**src/rtl/counter_share_arbiter.sv**
```systemverilog
// Round-robin arbiter sharing one up-counter between two requesters.
// The granted requester gets a len+1 cycle count, followed by a one-cycle done pulse.
module counter_share_arbiter #(
  parameter int WIDTH = 4
) (
  input  logic             clk,
  input  logic             reset,
  input  logic [1:0]       req,
  input  logic [WIDTH-1:0] len0,
  input  logic [WIDTH-1:0] len1,
  input  logic             abort,
  output logic [1:0]       gnt,
  output logic             busy,
  output logic [WIDTH-1:0] count_out,
  output logic [1:0]       done
);

  typedef enum logic [1:0] {
    IDLE = 2'd0,
    RUN  = 2'd1,
    DONE = 2'd2
  } state_t;

  state_t           state;
  logic             last_served;
  logic             owner;
  logic             winner;
  logic [WIDTH-1:0] len_q;

  // On a tie the requester that was not served last wins.
  always_comb begin
    winner = 1'b0;
    if (req == 2'b11) begin
      winner = ~last_served;
    end else begin
      winner = req[1];
    end
  end

  always_ff @(posedge clk) begin
    if (reset) begin
      state       <= IDLE;
      gnt         <= '0;
      busy        <= 1'b0;
      count_out   <= '0;
      done        <= '0;
      last_served <= 1'b1;
      owner       <= 1'b0;
      len_q       <= '0;
    end else begin
      case (state)
        IDLE: begin
          if (req != 2'b00) begin
            owner     <= winner;
            gnt       <= winner ? 2'b10 : 2'b01;
            len_q     <= winner ? len1 : len0;
            count_out <= '0;
            busy      <= 1'b1;
            state     <= RUN;
          end
        end
        RUN: begin
          if (abort) begin
            gnt         <= '0;
            busy        <= 1'b0;
            count_out   <= '0;
            last_served <= owner;
            state       <= IDLE;
          end else if (count_out == len_q) begin
            gnt         <= '0;
            done        <= owner ? 2'b10 : 2'b01;
            last_served <= owner;
            state       <= DONE;
          end else begin
            count_out <= count_out + WIDTH'(1);
          end
        end
        DONE: begin
          done      <= '0;
          busy      <= 1'b0;
          count_out <= '0;
          state     <= IDLE;
        end
        default: begin
          gnt       <= '0;
          busy      <= 1'b0;
          count_out <= '0;
          done      <= '0;
          state     <= IDLE;
        end
      endcase
    end
  end

endmodule
```
**config.mk**
```make
export PLATFORM = sky130hd
export DESIGN_NAME = counter_share_arbiter
export DESIGN_NICKNAME = d
export VERILOG_FILES = /design/src/rtl/counter_share_arbiter.sv
export SDC_FILE = /design/constraint.sdc
export NUM_CORES = 1
export LEC_CHECK = 0
export BUFFER_PORTS_ARGS = -buffer_cell sky130_fd_sc_hd__buf_2
export CORE_MARGIN = 2
export CORE_UTILIZATION = 43
export CTS_CLUSTER_DIAMETER = 50
export CTS_CLUSTER_SIZE = 12
export DETAILED_ROUTE_END_ITERATION = 8
export PLACE_DENSITY_LB_ADDON = 0.2
export SLEW_MARGIN = 20
export SYNTH_ARGS = -nofsm -noshare
export SYNTH_HDL_FRONTEND = slang
export SYNTH_SLANG_ARGS = --single-unit
```
**constraint.sdc**
```tcl
create_clock -name clk -period 1.9 [get_ports clk]
set_input_delay 0 -clock clk [delete_from_list [all_inputs] [get_ports clk]]
set_output_delay 0 -clock clk [all_outputs]
set_load 0.05 [all_outputs]
```
== After elaboration in Yosys (flattened, before gate mapping) ==
Cells that the tools add are included.
Word-level totals
  flip-flop bits (word level): 17
Operators by class
  bitwise operators: 3
  multiplexer cells: 24
  equal/unequal tests: 10
  $add $sub $neg: 1
  reductions and logical operators: 10
Operator list (count)
  2-to-1 mux 2 bit: 10
  2-to-1 mux 4 bit: 4
  AND reduction 2 bit: 5
  inequality test 2 bit (second input constant): 4
  one-hot mux 2 bit (2 select lines): 2
  one-hot mux 4 bit (2 select lines): 1
  inequality test 3 bit (second input constant): 2
  one-hot mux 2 bit (3 select lines): 1
  AND reduction 3 bit: 2
  2-to-1 mux 1 bit: 5
  adder 4 x 1 -> 4 bit (second input constant): 1
  equality test 2 bit (second input constant): 2
  equality test 4 bit: 1
  nonzero test 2 bit: 2
  NOT 1 bit: 3
  equality test 2 x 1 -> 1 bit (second input constant): 1
  logical NOT 2 bit: 1
  one-hot mux 1 bit (2 select lines): 1

== Longest topological paths before layout ==
Gate-level depths: netlist (run 1).
  depth after elaboration: 5
  mapped depth: 5
  depth with buffers taken out: 4

== Worst setup path before layout (run 1) ==
OpenSTA, ideal clock, no wires.
  kind: register to register
  from: reg count_out[0]
  to: reg done[0]
  library setup time: 0.070 ns
  required time: 1.830 ns
  stages on the path, launching flop included: 5
  path slack: 0.249 ns
  arrival time: 1.581 ns
  clock period less this slack: 1.651 ns
  cell sequence: dfxtp_1 xnor2_2 nand4_2 or3_1 a21boi_1
Between the ends
  word-level cells in the longest chain between the ends: 3
Ends and longest elaborated chain
  from (decl): line 14  | output logic [WIDTH-1:0] count_out,
  from (signal assigned): line 75  | count_out <= count_out + WIDTH'(1);
  equality test 4 bit: line 69  | end else if (count_out == len_q) begin
  inequality test 2 bit (no line)
  AND reduction 3 bit (no line)
  to (signal assigned): line 71  | done <= owner ? 2'b10 : 2'b01;
  to (decl): line 15  | output logic [1:0] done
No other way between the ends.
A chain may end at the register's enable or synchronous reset.

== Worst setup path after layout (run 1) ==
  from: reg state[0]
  to: reg count_out[2]
Between the ends
  word-level cells in the longest chain between the ends: 3
  elaborated cells on any way between the ends: 6
  those cells by class: 3 x eq/ne; 1 x mux; 2 x reduce/logical
Ends and longest elaborated chain
  from (decl): line 24  | state_t state;
  from (signal assigned): line 42  | state <= IDLE;
  from (signal assigned): line 59  | state <= RUN;
  from (signal assigned): line 68  | state <= IDLE;
  equality test 2 x 1 -> 1 bit or logical NOT 2 bit (tied branches): line 51  | case (state)
  inequality test 3 bit (no line) or inequality test 2 bit (tied branches)
  AND reduction 2 bit (no line)
Parallel ways exist; a longest one is shown, timed or not.

==> impl_summary.txt, run 1 <==
----------------------------------------------------
[Flow run]
  Max cap viols ... 0

[Power]
  Overall power consumption ... 801 uW
  Leak Pwr ... 0.000446 uW
  Max VDD drop ... approximately 0.47 mV
  Power density over the cells ... roughly 800 mW/mm^2

[Synth]
  Number of enable flip-flop cells after synthesis ... 0
  Xor-xnor portion of the synthesized cell area ... 8.44%
  Share of cell area taken by muxes after synthesis ... under 10%
  Synth Area in Compound Gates ... 19.9%
  Distinct cell type count after synthesis ... 39
  Share of the synthesized area in the top cell type ... approximately two fifths
  Mean post-synth cell area ... 9.72 um^2
  Post-synthesis async set-or-reset flop share ... 0%
  Cell types with the largest area share after synthesis ... sky130_fd_sc_hd__dfxtp_1, sky130_fd_sc_hd__xnor2_2, sky130_fd_sc_hd__mux2i_1
  Synth Register Bits ... 17
  Commonest cells in the netlist ... sky130_fd_sc_hd__dfxtp_1, sky130_fd_sc_hd__nor2_1, sky130_fd_sc_hd__mux2i_1, sky130_fd_sc_hd__nand2_1
  Number of instances in the synthesized netlist ... 90
  Synth Area in Adders ... 1.43%
  Most instantiated flip-flop cell in the synthesis netlist ... sky130_fd_sc_hd__dfxtp_1
  Library cell occupying the most area in the post-synthesis netlist ... sky130_fd_sc_hd__dfxtp_1
  Top-count cell post-synth ... sky130_fd_sc_hd__dfxtp_1
  Share of synthesized cell area in and, or, nand and nor gates ... 21.9%
  Syn Nets ... 104
  Combinational family with the most area after synthesis ... simple AND/OR/NAND/NOR gates
  Register area share after synthesis ... between 30% and 40%
  Synthesis Warnings ... 0
  Post-Synthesis Cell Area ... approximately 900 um^2

[Critical path]
  Critical path start-end classification ... flop to flop
  Critical Path Start Type ... flop
  Kind of end point of the critical path ... flop
  CP Data Required Time ... about 2.1 ns
  Maximum fanout encountered on the critical timing path ... 9
  Arrival time worst endpoint ... approximately 1.8 ns

[Layout]
  Area taken by flip-flops and latches ... between 300 and 400 um^2
  Area overhead of the layout relative to synthesis ... 17.3%
  Fillcell total ... 199
  Area taken by multi-input logic gates ... just over 500 um^2
  Number of nets in the layout ... 127
  Final antenna diode count ... 0
  Final design utilization ... approximately 53%
  Layout cells sized above 1 ... 29.5%

[Placed design]
  Half-perimeter wire length after placement ... around 1300 um
  Number of port buffers ... 21
  Final weighted congestion in routability-driven placement ... approximately 0.7
  Worst slack, placed ... between 0.4 and 0.5 ns

[STA]
  Final critical path time including I/O delays and setup ... 1.52 ns
  Unrepaired setup endpoints after global routing ... no
  Setup slack after layout ... 0.377 ns
  Fraction of the cycle the final worst path needs ... approximately 80%
  Sum Neg Setup Slack ... 0 ns
  Worst hold slack ... around 0.019 ns
  Max-slew violation count ... 0
  Worst-case headroom to the max-slew limit ... around three fifths
  Endpoints failing setup ... 0
  Final hold violation count ... 0
  Worst-Margin Slew ... ~0.57 ns
  Timing-limited maximum frequency ... 657 MHz
  Skew final ... between 0.008 and 0.009 ns

[Clocking]
  Clock slew at the register clock pins of the worst setup and hold paths ... around 0.1 ns
  CTS Hold Buffers Added ... 0
  Number of setup buffers added after CTS ... 0
  Cell at the root of the clock tree ... sky130_fd_sc_hd__clkbuf_4
  Total clock buffers created by CTS ... 3
  Clock tree from TritonCTS ... built
  Worst-Skew Late Latency ... between 0.2 and 0.3 ns
  Post-CTS sizing ... 0
  # H-tree levels ... 1
  Num Clock Sinks ... 17
  Deepest clock path buffer count ... 2

[Floorplan]
  Core footprint ... roughly 0.0019 mm^2
  Height of the die ... between 40 and 50 um
  I/O pin count ... 22
  Core Rows ... 16
  Initial Util ... between 40% and 50%
  Die area ... 0.00241 mm^2
  Die Wd ... 49.1 um

[Outcome]
  Status ... finished clean

[GRT]
  Global-route wire length before repair ... about 3000 um
  GRT Resource Usage Total ... approximately 16%
  Largest net degree at the start of global routing ... 13
  Vias in the first global route ... between 600 and 700
  Aggregate global routing overflow ... 0
  Number of antenna violations at the first check in global routing ... 0

[Drt]
  Avg WL per Cell ... approximately 12 um
  DR pass1 iterations ... 4
  Overall routed net length ... approximately 1700 um
  Number of DRC markers in iteration 0 ... 16
  Via count of the routed design ... ~740
  DR DRC count ... 0
  Post-DRT Antenna Nets ... 0
  DR vias/cell ... approximately 5.3

[Hold path]
  Hold crit path type ... input port to flop

----------------------------------------------------
-- through the flow --
| stage | area [um^2] | instances |
|---|---|---|
| 3_3_place_gp | 1000 | 135 |
| 5_1_grt | 1030 | 139 |
| 3_5_place_dp | 1000 | 135 |
| 4_1_cts | 1030 | 139 |
| 6_report | 1030 | 139 |
| 2_1_floorplan | 875 | 90 |
-- logic make-up (layout without fill, tap and decap cells) --
kind of cell | Yosys count | count (layout)
compound gates | 23 | 23
simple gates | 33 | 33
fa+ha+maj | 1 | 1
flops | 17 | 17
mux | 6 | 6
xor+xnor | 5 | 5
buf+inv | 5 | 27
-- sequential cells by signal, indices dropped and copies added, names as in the netlist --
signal       flops
count_out        4
len_q            4
done             2
gnt              2
state            2
busy             1
last_served      1
owner            1
-- area by class of cell --
class                           count  area share [%]
Sequential cell                    17            33.2
Timing Repair Buffer               21            10.2
Clock buffer                        4            2.56
Multi-Input combinational cell     68            50.0
Inverter                            2           0.732
Tap cell                           27            3.29
-- metal layers --
layer,global-route usage [%],wire length (um),up-vias
li1,-,-,386
met1,21.9,905,330
met2,23.0,698,17
met3,2.76,61,4
met4,10.0,50,0
met5,0,0,-
-- power breakdown --
part / switching (uW) / total, uW / internal [uW] / leakage, uW
sequential: 28.5 / 411 / 383 / 0.000139
clock: 114 / 195 / 81.7 / 0.0000150
combinational: 115 / 194 / 79.4 / 0.000292
total: 257 / 801 / 544 / 0.000446
-- layout by cell type, fill, tap and decap left out, types with 2 or more instances in the layout --
cell                        n
sky130_fd_sc_hd__a211o_1    2
sky130_fd_sc_hd__a211oi_1   4
sky130_fd_sc_hd__a21oi_1    2
sky130_fd_sc_hd__a22o_1     2
sky130_fd_sc_hd__and2_1     2
sky130_fd_sc_hd__buf_2     21
sky130_fd_sc_hd__clkbuf_4   3
sky130_fd_sc_hd__dfxtp_1   17
sky130_fd_sc_hd__inv_1      2
sky130_fd_sc_hd__mux2i_1    5
sky130_fd_sc_hd__nand2_1    5
sky130_fd_sc_hd__nand2b_1   2
sky130_fd_sc_hd__nand3_1    2
sky130_fd_sc_hd__nor2_1    11
sky130_fd_sc_hd__nor3_1     2
sky130_fd_sc_hd__nor4b_1    2
sky130_fd_sc_hd__o21ai_1    2
sky130_fd_sc_hd__xnor2_2    4
-- worst max-delay path: stages (launching register included) --
cell	delay, ns
sky130_fd_sc_hd__dfxtp_1	0.51
sky130_fd_sc_hd__nor3b_1	0.28
sky130_fd_sc_hd__nand2b_1	0.15
sky130_fd_sc_hd__nor4b_1	0.37
sky130_fd_sc_hd__a211o_1	0.15
-- final timing paths --
path	cells past startpoint	slack (ns)	start	end
max	4	0.38	state[0]$_SDFFE_PP0P_	count_out[2]$_SDFFE_PP0P_
min	2	0.02	reset	owner$_SDFFE_PP0P_
min reg2reg	2	0.49	done[0]$_SDFFE_PP0P_	done[0]$_SDFFE_PP0P_
max reg2reg	4	0.38	state[0]$_SDFFE_PP0P_	count_out[2]$_SDFFE_PP0P_
No activity file was read; power rests on OpenSTA's default activity.
==> run 2: changes to the inputs <==
clock period = 1.55 ns   (was 1.9 ns; I/O delays follow)
==> impl_summary.txt, run 2 (synthesized netlist as in run 1, its figures left out) <==
----------------------------------------------------
[Outcome]
  Status ... finished clean (unchanged)

[Drt]
  DR pass1 iterations ... 4 (unchanged)
  Via count of the routed design ... 757 (was 737)
  DR DRC count ... 0 (unchanged)
  Avg WL per Cell ... 12.9 um (was 12.3 um)
  Number of DRC markers in iteration 0 ... 18 (was 16)
  Post-DRT Antenna Nets ... 0 (unchanged)
  DR vias/cell ... 5.33 (was 5.30)
  Overall routed net length ... 1840 um (was 1720 um)

[Critical path]
  Delay of the slowest cell on the worst path ... 0.41 ns (was 0.51 ns)
  Number of buffers and inverters on the critical path ... 0 (unchanged)
  Arrival time worst endpoint ... 1.67 ns (was 1.76 ns)
  Slowest-stage cell, CP ... sky130_fd_sc_hd__or3_1 (was sky130_fd_sc_hd__dfxtp_1)
  Beginning of the critical path ... count_out[3]$_SDFFE_PP0P_ (was state[0]$_SDFFE_PP0P_)
  Chain of cells forming the critical path ... xnor2_2 > nand4_2 > or3_1 > a21boi_1 (was nor3b_1 > nand2b_1 > nor4b_1 > a211o_1)
  Kind of end point of the critical path ... flop (unchanged)
  Launch instance of the worst register-to-register path ... count_out[3]$_SDFFE_PP0P_ (was state[0]$_SDFFE_PP0P_)
  Critical Path Start Type ... flop (unchanged)
  Critical path start-end classification ... flop to flop (unchanged)
  Maximum fanout encountered on the critical timing path ... 8 (was 9)
  CP Data Required Time ... 1.78 ns (was 2.14 ns)
  Category of cells accounting for the largest share of critical-path delay ... simple AND/OR/NAND/NOR gates (unchanged)

[Power]
  Max VDD drop ... 0.598 mV (was 0.468 mV)
  Int Pwr ... 674 uW (was 544 uW)
  Combinational group share of total power ... 25.3% (was 24.2%)
  Share of total power in sequential cells ... 50.5% (was 51.3%)
  Overall power consumption ... 994 uW (was 801 uW)
  Switching power ... 320 uW (was 257 uW)
  Share of total power consumed by net switching ... 32.2% (was 32.1%)
  Leak Pwr ... 0.000464 uW (was 0.000446 uW)
  Clock power share ... 24.3% (was 24.4%)
  Power density over the cells ... 943 mW/mm^2 (was 780 mW/mm^2)

[Clocking]
  CTS Hold Buffers Added ... 0 (unchanged)
  Total clock buffers created by CTS ... 3 (unchanged)
  Cell at the root of the clock tree ... sky130_fd_sc_hd__clkbuf_4 (unchanged)
  Num Clock Sinks ... 17 (unchanged)
  Worst-Skew Late Latency ... 0.29 ns (about the same)
  # H-tree levels ... 1 (unchanged)
  Clock tree from TritonCTS ... built (unchanged)
  Clock slew at the register clock pins of the worst setup and hold paths ... 0.10 ns (about the same)
  Number of setup buffers added after CTS ... 0 (unchanged)
  Post-CTS sizing ... 0 (unchanged)
  Deepest clock path buffer count ... 2 (unchanged)

[STA]
  Max-slew violation count ... 0 (unchanged)
  Worst-Margin Slew ... 0.401 ns (was 0.573 ns)
  Worst-case headroom to the max-slew limit ... 73.2% (was 61.2%)
  Fraction of the cycle the final worst path needs ... 92.9% (was 80.2%)
  Setup slack after layout ... 0.110 ns (was 0.377 ns)
  Worst hold slack ... 0.0196 ns (was 0.0193 ns)
  Skew final ... 0.00677 ns (was 0.00883 ns)
  Unrepaired setup endpoints after global routing ... no (unchanged)
  Endpoints failing setup ... 0 (unchanged)
  Final critical path time including I/O delays and setup ... 1.44 ns (was 1.52 ns)
  Sum Neg Setup Slack ... 0 ns (unchanged)
  Timing-limited maximum frequency ... 694 MHz (was 657 MHz)
  Final hold violation count ... 0 (unchanged)

[Floorplan]
  Core footprint ... 0.00194 mm^2 (unchanged)
  Die Wd ... 49.1 um (unchanged)
  Die area ... 0.00241 mm^2 (unchanged)
  Core Rows ... 16 (unchanged)
  I/O pin count ... 22 (unchanged)
  Initial Util ... 45.0% (unchanged)
  Height of the die ... 49.1 um (unchanged)

[Hold path]
  Hold wc startpoint ... reset (unchanged)
  Hold crit path type ... input port to flop (unchanged)

[GRT]
  Global-route wire length before repair ... 3240 um (was 2960 um)
  GRT Resource Usage Total ... 17.7% (was 15.9%)
  Vias in the first global route ... 723 (was 652)
  Number of antenna violations at the first check in global routing ... 0 (unchanged)
  Aggregate global routing overflow ... 0 (unchanged)
  Largest net degree at the start of global routing ... 13 (unchanged)

[Layout]
  Final antenna diode count ... 0 (unchanged)
  Number of nets in the layout ... 130 (was 127)
  Biggest registers after layout ... count_out (4), len_q (4) (unchanged)
  Area overhead of the layout relative to synthesis ... 20.5% (was 17.3%)
  Most used cells in the layout excluding fill and tap cells ... sky130_fd_sc_hd__buf_2, sky130_fd_sc_hd__dfxtp_1, sky130_fd_sc_hd__nor2_1 (unchanged)
  Most common cell after layout, fill and taps aside ... sky130_fd_sc_hd__buf_2 (unchanged)
  Final design utilization ... 54.3% (was 52.8%)
  Layout cells sized above 1 ... 34.8% (was 29.5%)

[Placed design]
  Number of port buffers ... 21 (unchanged)
  Worst slack, placed ... 0.119 ns (was 0.411 ns)
  Final weighted congestion in routability-driven placement ... 0.721 (was 0.714)
  Half-perimeter wire length after placement ... 1450 um (was 1320 um)

[Flow run]
  Max cap viols ... 0 (unchanged)

----------------------------------------------------
## run 2: metrics by stage
| step | area, um^2 | instances |
|---|---|---|
| floorplan | 880 | 90 |
| detailed placement | 1030 | 138 |
| finish | 1050 | 142 |
| global route | 1050 | 142 |
| global placement | 1030 | 138 |
| CTS | 1050 | 142 |
## run 2: metal layers
| metal | vias up | routed length, um | global-route usage, % |
|---|---|---|---|
| li1 | 384 | - | - |
| met1 | 346 | 881 | 23.2 |
| met2 | 22 | 838 | 28.2 |
| met3 | 5 | 80 | 2.76 |
| met4 | 0 | 36 | 8.57 |
| met5 | - | 0 | 0 |
## run 2: path summary, 6_finish.rpt
| check | slack (ns) | to | cells after the start |
|---|---|---|---|
| min | 0.02 | owner$_SDFFE_PP0P_ | 2 |
| max reg2reg | 0.11 | done[0]$_SDFFE_PP0P_ | 4 |
| min reg2reg | 0.48 | gnt[1]$_SDFFE_PP0P_ | 2 |
| max | 0.11 | done[0]$_SDFFE_PP0P_ | 4 |
## run 2: area by class of cell
type / count / area [um^2]
Inverter: 2 / 7.51
Tap cell: 27 / 33.8
Sequential cell: 17 / 345
Multi-Input combinational cell: 68 / 513
Clock buffer: 4 / 26.3
Fill cell: 190 / 888
Timing Repair Buffer: 24 / 128
## run 2: power by group through the flow
stage	registers, uW	logic (uW)	clock network [uW]
after detailed placement	512	253	0
after CTS	502	253	249
after floorplan	540	154	0
final	502	251	241
after global routing	508	277	274
after global placement	510	248	0
## run 2: worst register-to-register path: stages, from the launching register on
cell and delay (ns):
sky130_fd_sc_hd__dfxtp_2 0.37, sky130_fd_sc_hd__xnor2_2 0.22, sky130_fd_sc_hd__nand4_2 0.26, sky130_fd_sc_hd__or3_1 0.41, sky130_fd_sc_hd__a21boi_1 0.12
